--- src/rtl/serial_adder_if.sv ---
// Handshake bundle for the bit-serial adder: operand channel, result channel
// and the busy status. master = producer/consumer side, slave = the adder.
interface serial_adder_if #(
  parameter int W = 4
);
  logic         in_valid;
  logic         in_ready;
  logic [W-1:0] a;
  logic [W-1:0] b;
  logic         cin;
  logic         out_valid;
  logic         out_ready;
  logic [W-1:0] sum;
  logic         cout;
  logic         busy;

  modport master (
    output in_valid, a, b, cin, out_ready,
    input  in_ready, out_valid, sum, cout, busy
  );

  modport slave (
    input  in_valid, a, b, cin, out_ready,
    output in_ready, out_valid, sum, cout, busy
  );
endinterface

--- src/rtl/serial_adder.sv ---
// Bit-serial W-bit adder: one full-adder cell plus a registered carry, one bit
// per clock LSB first. Operands enter and the result leaves through
// valid/ready handshakes; all handshake outputs are pure state decodes.
module serial_adder #(
  parameter int W = 4
) (
  input logic           clk,
  input logic           rst,
  serial_adder_if.slave bus
);

  // Counter must hold 0..W-1; keep at least one bit so W=1 still elaborates.
  localparam int CW = (W > 1) ? $clog2(W) : 1;

  typedef enum logic [1:0] {
    IDLE,
    RUN,
    DONE
  } state_t;

  state_t          state_reg, state_next;
  logic [W-1:0]    a_sr_reg, b_sr_reg, s_sr_reg;
  logic [W-1:0]    sum_reg;
  logic            carry_reg, cout_reg;
  logic [CW-1:0]   cnt_reg;

  // Full-adder cell on the current LSBs and the registered carry.
  logic fa_sum, fa_cout;
  assign fa_sum  = a_sr_reg[0] ^ b_sr_reg[0] ^ carry_reg;
  assign fa_cout = (a_sr_reg[0] & b_sr_reg[0]) |
                   (a_sr_reg[0] & carry_reg)   |
                   (b_sr_reg[0] & carry_reg);

  // Right-shifted copies of the shift registers. Operands fill with zero,
  // the sum register takes the fresh bit at its MSB. For W=1 the loop is
  // empty and only the MSB assignment remains.
  logic [W-1:0] a_shift, b_shift, s_shift;
  genvar gi;
  generate
    for (gi = 0; gi < W - 1; gi++) begin : g_shift
      assign a_shift[gi] = a_sr_reg[gi+1];
      assign b_shift[gi] = b_sr_reg[gi+1];
      assign s_shift[gi] = s_sr_reg[gi+1];
    end
  endgenerate
  assign a_shift[W-1] = 1'b0;
  assign b_shift[W-1] = 1'b0;
  assign s_shift[W-1] = fa_sum;

  logic last_bit;
  assign last_bit = (cnt_reg == CW'(W - 1));

  // State register.
  always_ff @(posedge clk) begin
    if (rst) state_reg <= IDLE;
    else     state_reg <= state_next;
  end

  // Next-state decode: accept in IDLE, run W edges, wait for the consumer.
  always_comb begin
    state_next = state_reg;
    case (state_reg)
      IDLE:    if (bus.in_valid)  state_next = RUN;
      RUN:     if (last_bit)      state_next = DONE;
      DONE:    if (bus.out_ready) state_next = IDLE;
      default: state_next = IDLE;
    endcase
  end

  // Datapath: load on accept, shift/add one bit per RUN edge, capture result
  // on the final bit. sum/cout are otherwise held, including back in IDLE.
  always_ff @(posedge clk) begin
    if (rst) begin
      a_sr_reg  <= '0;
      b_sr_reg  <= '0;
      s_sr_reg  <= '0;
      carry_reg <= 1'b0;
      cnt_reg   <= '0;
      sum_reg   <= '0;
      cout_reg  <= 1'b0;
    end else begin
      case (state_reg)
        IDLE: begin
          if (bus.in_valid) begin
            a_sr_reg  <= bus.a;
            b_sr_reg  <= bus.b;
            carry_reg <= bus.cin;
            cnt_reg   <= '0;
          end
        end
        RUN: begin
          a_sr_reg  <= a_shift;
          b_sr_reg  <= b_shift;
          s_sr_reg  <= s_shift;
          carry_reg <= fa_cout;
          cnt_reg   <= cnt_reg + CW'(1);
          if (last_bit) begin
            sum_reg  <= s_shift;
            cout_reg <= fa_cout;
          end
        end
        default: ;
      endcase
    end
  end

  assign bus.in_ready  = (state_reg == IDLE);
  assign bus.busy      = (state_reg == RUN);
  assign bus.out_valid = (state_reg == DONE);
  assign bus.sum       = sum_reg;
  assign bus.cout      = cout_reg;

endmodule
--- src/flat_wrapper.sv ---
// flat-port wrapper written by rule: the top's interface ports become plain ports
module serial_adder_flat 
#(
  parameter int W = 4
)
  (clk, rst, bus_in_valid, bus_a, bus_b, bus_cin, bus_out_ready, bus_in_ready, bus_out_valid, bus_sum, bus_cout, bus_busy);
  serial_adder_if #(.W(W)) bus_i ();
  input logic clk;
  input logic rst;
  input wire logic [$bits(bus_i.in_valid)-1:0] bus_in_valid;
  input wire logic [$bits(bus_i.a)-1:0] bus_a;
  input wire logic [$bits(bus_i.b)-1:0] bus_b;
  input wire logic [$bits(bus_i.cin)-1:0] bus_cin;
  input wire logic [$bits(bus_i.out_ready)-1:0] bus_out_ready;
  output wire logic [$bits(bus_i.in_ready)-1:0] bus_in_ready;
  output wire logic [$bits(bus_i.out_valid)-1:0] bus_out_valid;
  output wire logic [$bits(bus_i.sum)-1:0] bus_sum;
  output wire logic [$bits(bus_i.cout)-1:0] bus_cout;
  output wire logic [$bits(bus_i.busy)-1:0] bus_busy;
  assign bus_i.in_valid = bus_in_valid;
  assign bus_i.a = bus_a;
  assign bus_i.b = bus_b;
  assign bus_i.cin = bus_cin;
  assign bus_i.out_ready = bus_out_ready;
  assign bus_in_ready = bus_i.in_ready;
  assign bus_out_valid = bus_i.out_valid;
  assign bus_sum = bus_i.sum;
  assign bus_cout = bus_i.cout;
  assign bus_busy = bus_i.busy;
  serial_adder #(.W(W)) u_core (.clk(clk), .rst(rst), .bus(bus_i));
endmodule
--- config.mk ---
export PLATFORM = sky130hd
export DESIGN_NAME = serial_adder_flat
export DESIGN_NICKNAME = d
export VERILOG_FILES = /design/src/rtl/serial_adder_if.sv /design/src/rtl/serial_adder.sv /design/src/flat_wrapper.sv
export SDC_FILE = /design/constraint.sdc
export NUM_CORES = 1
export LEC_CHECK = 0
export ABC_CLOCK_PERIOD_IN_PS = 1300
export BUFFER_PORTS_ARGS = -buffer_cell sky130_fd_sc_hd__buf_2
export CAP_MARGIN = 30
export CORE_MARGIN = 4
export CORE_UTILIZATION = 51
export CTS_BUF_LIST = sky130_fd_sc_hd__clkbuf_4 sky130_fd_sc_hd__clkbuf_8 sky130_fd_sc_hd__clkbuf_16
export DETAILED_ROUTE_END_ITERATION = 6
export PLACE_DENSITY = 0.76
export SKIP_CTS_REPAIR_TIMING = 1
export SYNTH_ARGS = -nofsm -noshare
export SYNTH_HDL_FRONTEND = slang
export SYNTH_SLANG_ARGS = --single-unit
--- constraint.sdc ---
create_clock -name clk -period 1.3 [get_ports clk]
set_input_delay 0.26 -clock clk [delete_from_list [all_inputs] [get_ports clk]]
set_output_delay 0.26 -clock clk [all_outputs]
set_load 0.01 [all_outputs]
==> metrics.md <==
| Metric | Value |
|---|---|
| Status | `finished with violations` |
| Failing checks | `negative setup slack` |
| Final setup fails | `1` |
| Final-report max-slew violation count | `0` |
| Initial antenna violation count | `0` |
| H-tree levels | `1` |
| Ys async rst share | `0%` |
| ANT cells | `0` |
| Distinct cells, synth | `23` |
| WP data arrival | `~1000 ps` |
| Worst hold slack | `~200 ps` |
| Top cells by area, synth | `dfxtp_1 (46%), mux2i_1 (11%), a211oi_2 (9.5%)` |
| Worst Setup End Kind | `primary output` |
| Mapped cell area | `923 sq um` |
| Final worst slack | `-3.91 ps` |
| Vias/cell | `roughly 5.2` |
| Yosys reg bits | `21` |
| Total global routing overflow | `0` |
| Clock tree sinks | `21` |
| DR pass1 iterations | `4` |
| Inst Count DP | `between 100 and 150` |
| RD Place Congestion | `0.762` |
| Syn nets | `roughly 110` |
| Clk buf depth | `2` |
| Core area | `between 1500 and 2000 sq um` |
| Most common cell in the netlist | `dfxtp_1` |
| Critical path type | `reg2out` |
| Final #Nets | `~140` |
| Max_cap viols | `0` |
| Synth top area share | `between 40 and 50%` |
| Total die area | `roughly 2600 sq um` |
| Largest net degree at the start of global routing | `17` |
| Seq/Total Area, Yosys | `around 46%` |
| Commonest cells post-synth | `dfxtp_1 (21), nor2_1 (14), mux2i_1 (10)` |
| DRT Wirelength | `between 1500 and 2000 um` |
| Required @ worst endpoint | `roughly 1000 ps` |
| DP HPWL | `approximately 1300 um` |
| CTS tree | `done` |
| IO Pins | `21` |
| Die Span Y | `about 50 um` |
| Wire length per cell | `about 13 um` |
| Period utilization | `100%` |
| Pwr/cell area | `1040 nW/um^2` |
| Yosys Warn Count | `0` |
| DRC Markers | `0` |
| Total clock buffers created by CTS | `3` |
| Relative slew slack | `about four fifths` |
| Post-synth EDFFs | `0` |
| Period minus WS final | `between 1000 and 1500 ps` |
| Highest clock rate | `between 700 and 800 MHz` |
| Min-delay worst type | `in2reg` |
| Clk_skew | `7.67 ps` |
| Syn-to-layout area delta | `29.9%` |
| DIE WIDTH | `between 50 and 60 um` |
| Non-filler cells, final | `between 100 and 150` |
| Vias in the first global route | `between 700 and 800` |
| Synth area leader | `dfxtp_1` |
| Critical Path Fanout Max | `3` |
| First-pass GRT wire length | `3040 um` |
| Detailed-route via count | `~770` |
| Skew-Pair Late Insertion Delay | `300 ps` |
| Port-buffer cells | `20` |
| Worst Max-Slew Pin Slew | `about 300 ps` |
| Num rows | `15` |
| Startpoint Class | `flip-flop` |
| Reg clk slew, reported paths | `about 110 ps` |
| Top_reg_cell synth | `dfxtp_1` |
| Hold Vio Cnt, Final | `0` |
| RSZ-0062 raised after global routing | `yes` |
| Synth Area per Inst | `10.0 sq um` |
| Tot GR Track Use | `around 16%` |
| Clock root cell | `clkbuf_4` |
| Layout cells sized above 1 | `between 40% and 50%` |
| Number of DRC markers in iteration 0 | `8` |
| Remaining antenna violation count | `0` |
| Synthesized netlist cell count | `92` |
| Initial core utilization | `53.5%` |
| Static leakage | `slightly above 0.5 nW` |
| Peak VDD IR | `between 700 and 800 uV` |
## area by class of cell
| cell class | instances | area, sq um |
|---|---|---|
| clock buffer | 4 | 30.0 |
| inverter | 2 | 7.51 |
| sequential | 21 | 428 |
| timing repair buffer | 32 | 225 |
| multi-input combinational | 64 | 478 |
| tap | 25 | 31.3 |
| fill | 139 | 527 |
## final timing paths
check                       from             endpoint  slack (ps)  depth (start not counted)
max          u_core.state_reg[0]             bus_busy          -4                          3
max reg2reg  u_core.state_reg[0]   u_core.b_sr_reg[1]          40                          6
min                bus_out_ready  u_core.state_reg[1]         200                          3
min reg2reg    u_core.bus.sum[1]    u_core.bus.sum[1]         460                          2
## metal layers
layer | track usage (%) | vias to the layer above | share of wire (%)
met5 | 0 | - | 0
li1 | - | 387 | -
met2 | 27.8 | 12 | 49
met3 | 4.15 | 2 | 5.2
met4 | 5.38 | 0 | 0.48
met1 | 18.1 | 364 | 45
## power by group
group	internal (W)	switching, W	total [W]
sequential	0.000676	0.0000248	0.000700
clock	0.000140	0.000185	0.000325
combinational	0.000121	0.000105	0.000226
## worst max-delay path, stage by stage, from the launching register on
cell	delay, ps
dfxtp_4	380
buf_6	90
nor2b_4	160
buf_6	110
## cell usage in the layout, fill, tap and decap left out, types with 4 or more instances in the layout
cell | Yosys | final
clkbuf_4 | 0 | 4
dfxtp_1 | 21 | 19
buf_4 | 1 | 10
mux2i_1 | 10 | 10
a21oi_1 | 8 | 8
nor2_1 | 14 | 13
buf_6 | 2 | 4
a211oi_2 | 7 | 7
nand3_1 | 5 | 5
nand2_1 | 7 | 7
buf_2 | 0 | 17
## stage by stage
step                      area (sq um)  setup slack [ps]  TNS, ps  util [%]  total power (W)
after floorplan                    923               189        0         -         0.000851
after global placement            1070               155        0      62.0         0.000902
after detailed placement          1070               130        0      62.0         0.000908
after CTS                         1100              -169     -399      63.7          0.00123
after global routing              1200             -64.6     -153      69.5          0.00132
final                             1200             -3.91    -3.91      69.5          0.00125
## cell families after synthesis
family,after synthesis,synth area share (%)
compound gates,21,20.3
fa+ha+maj,2,3.52
buf+inv,7,4.88
flops,21,45.5
mux,10,10.8
simple gates,31,14.9
Note: power is estimated with default switching activity, not from simulation.
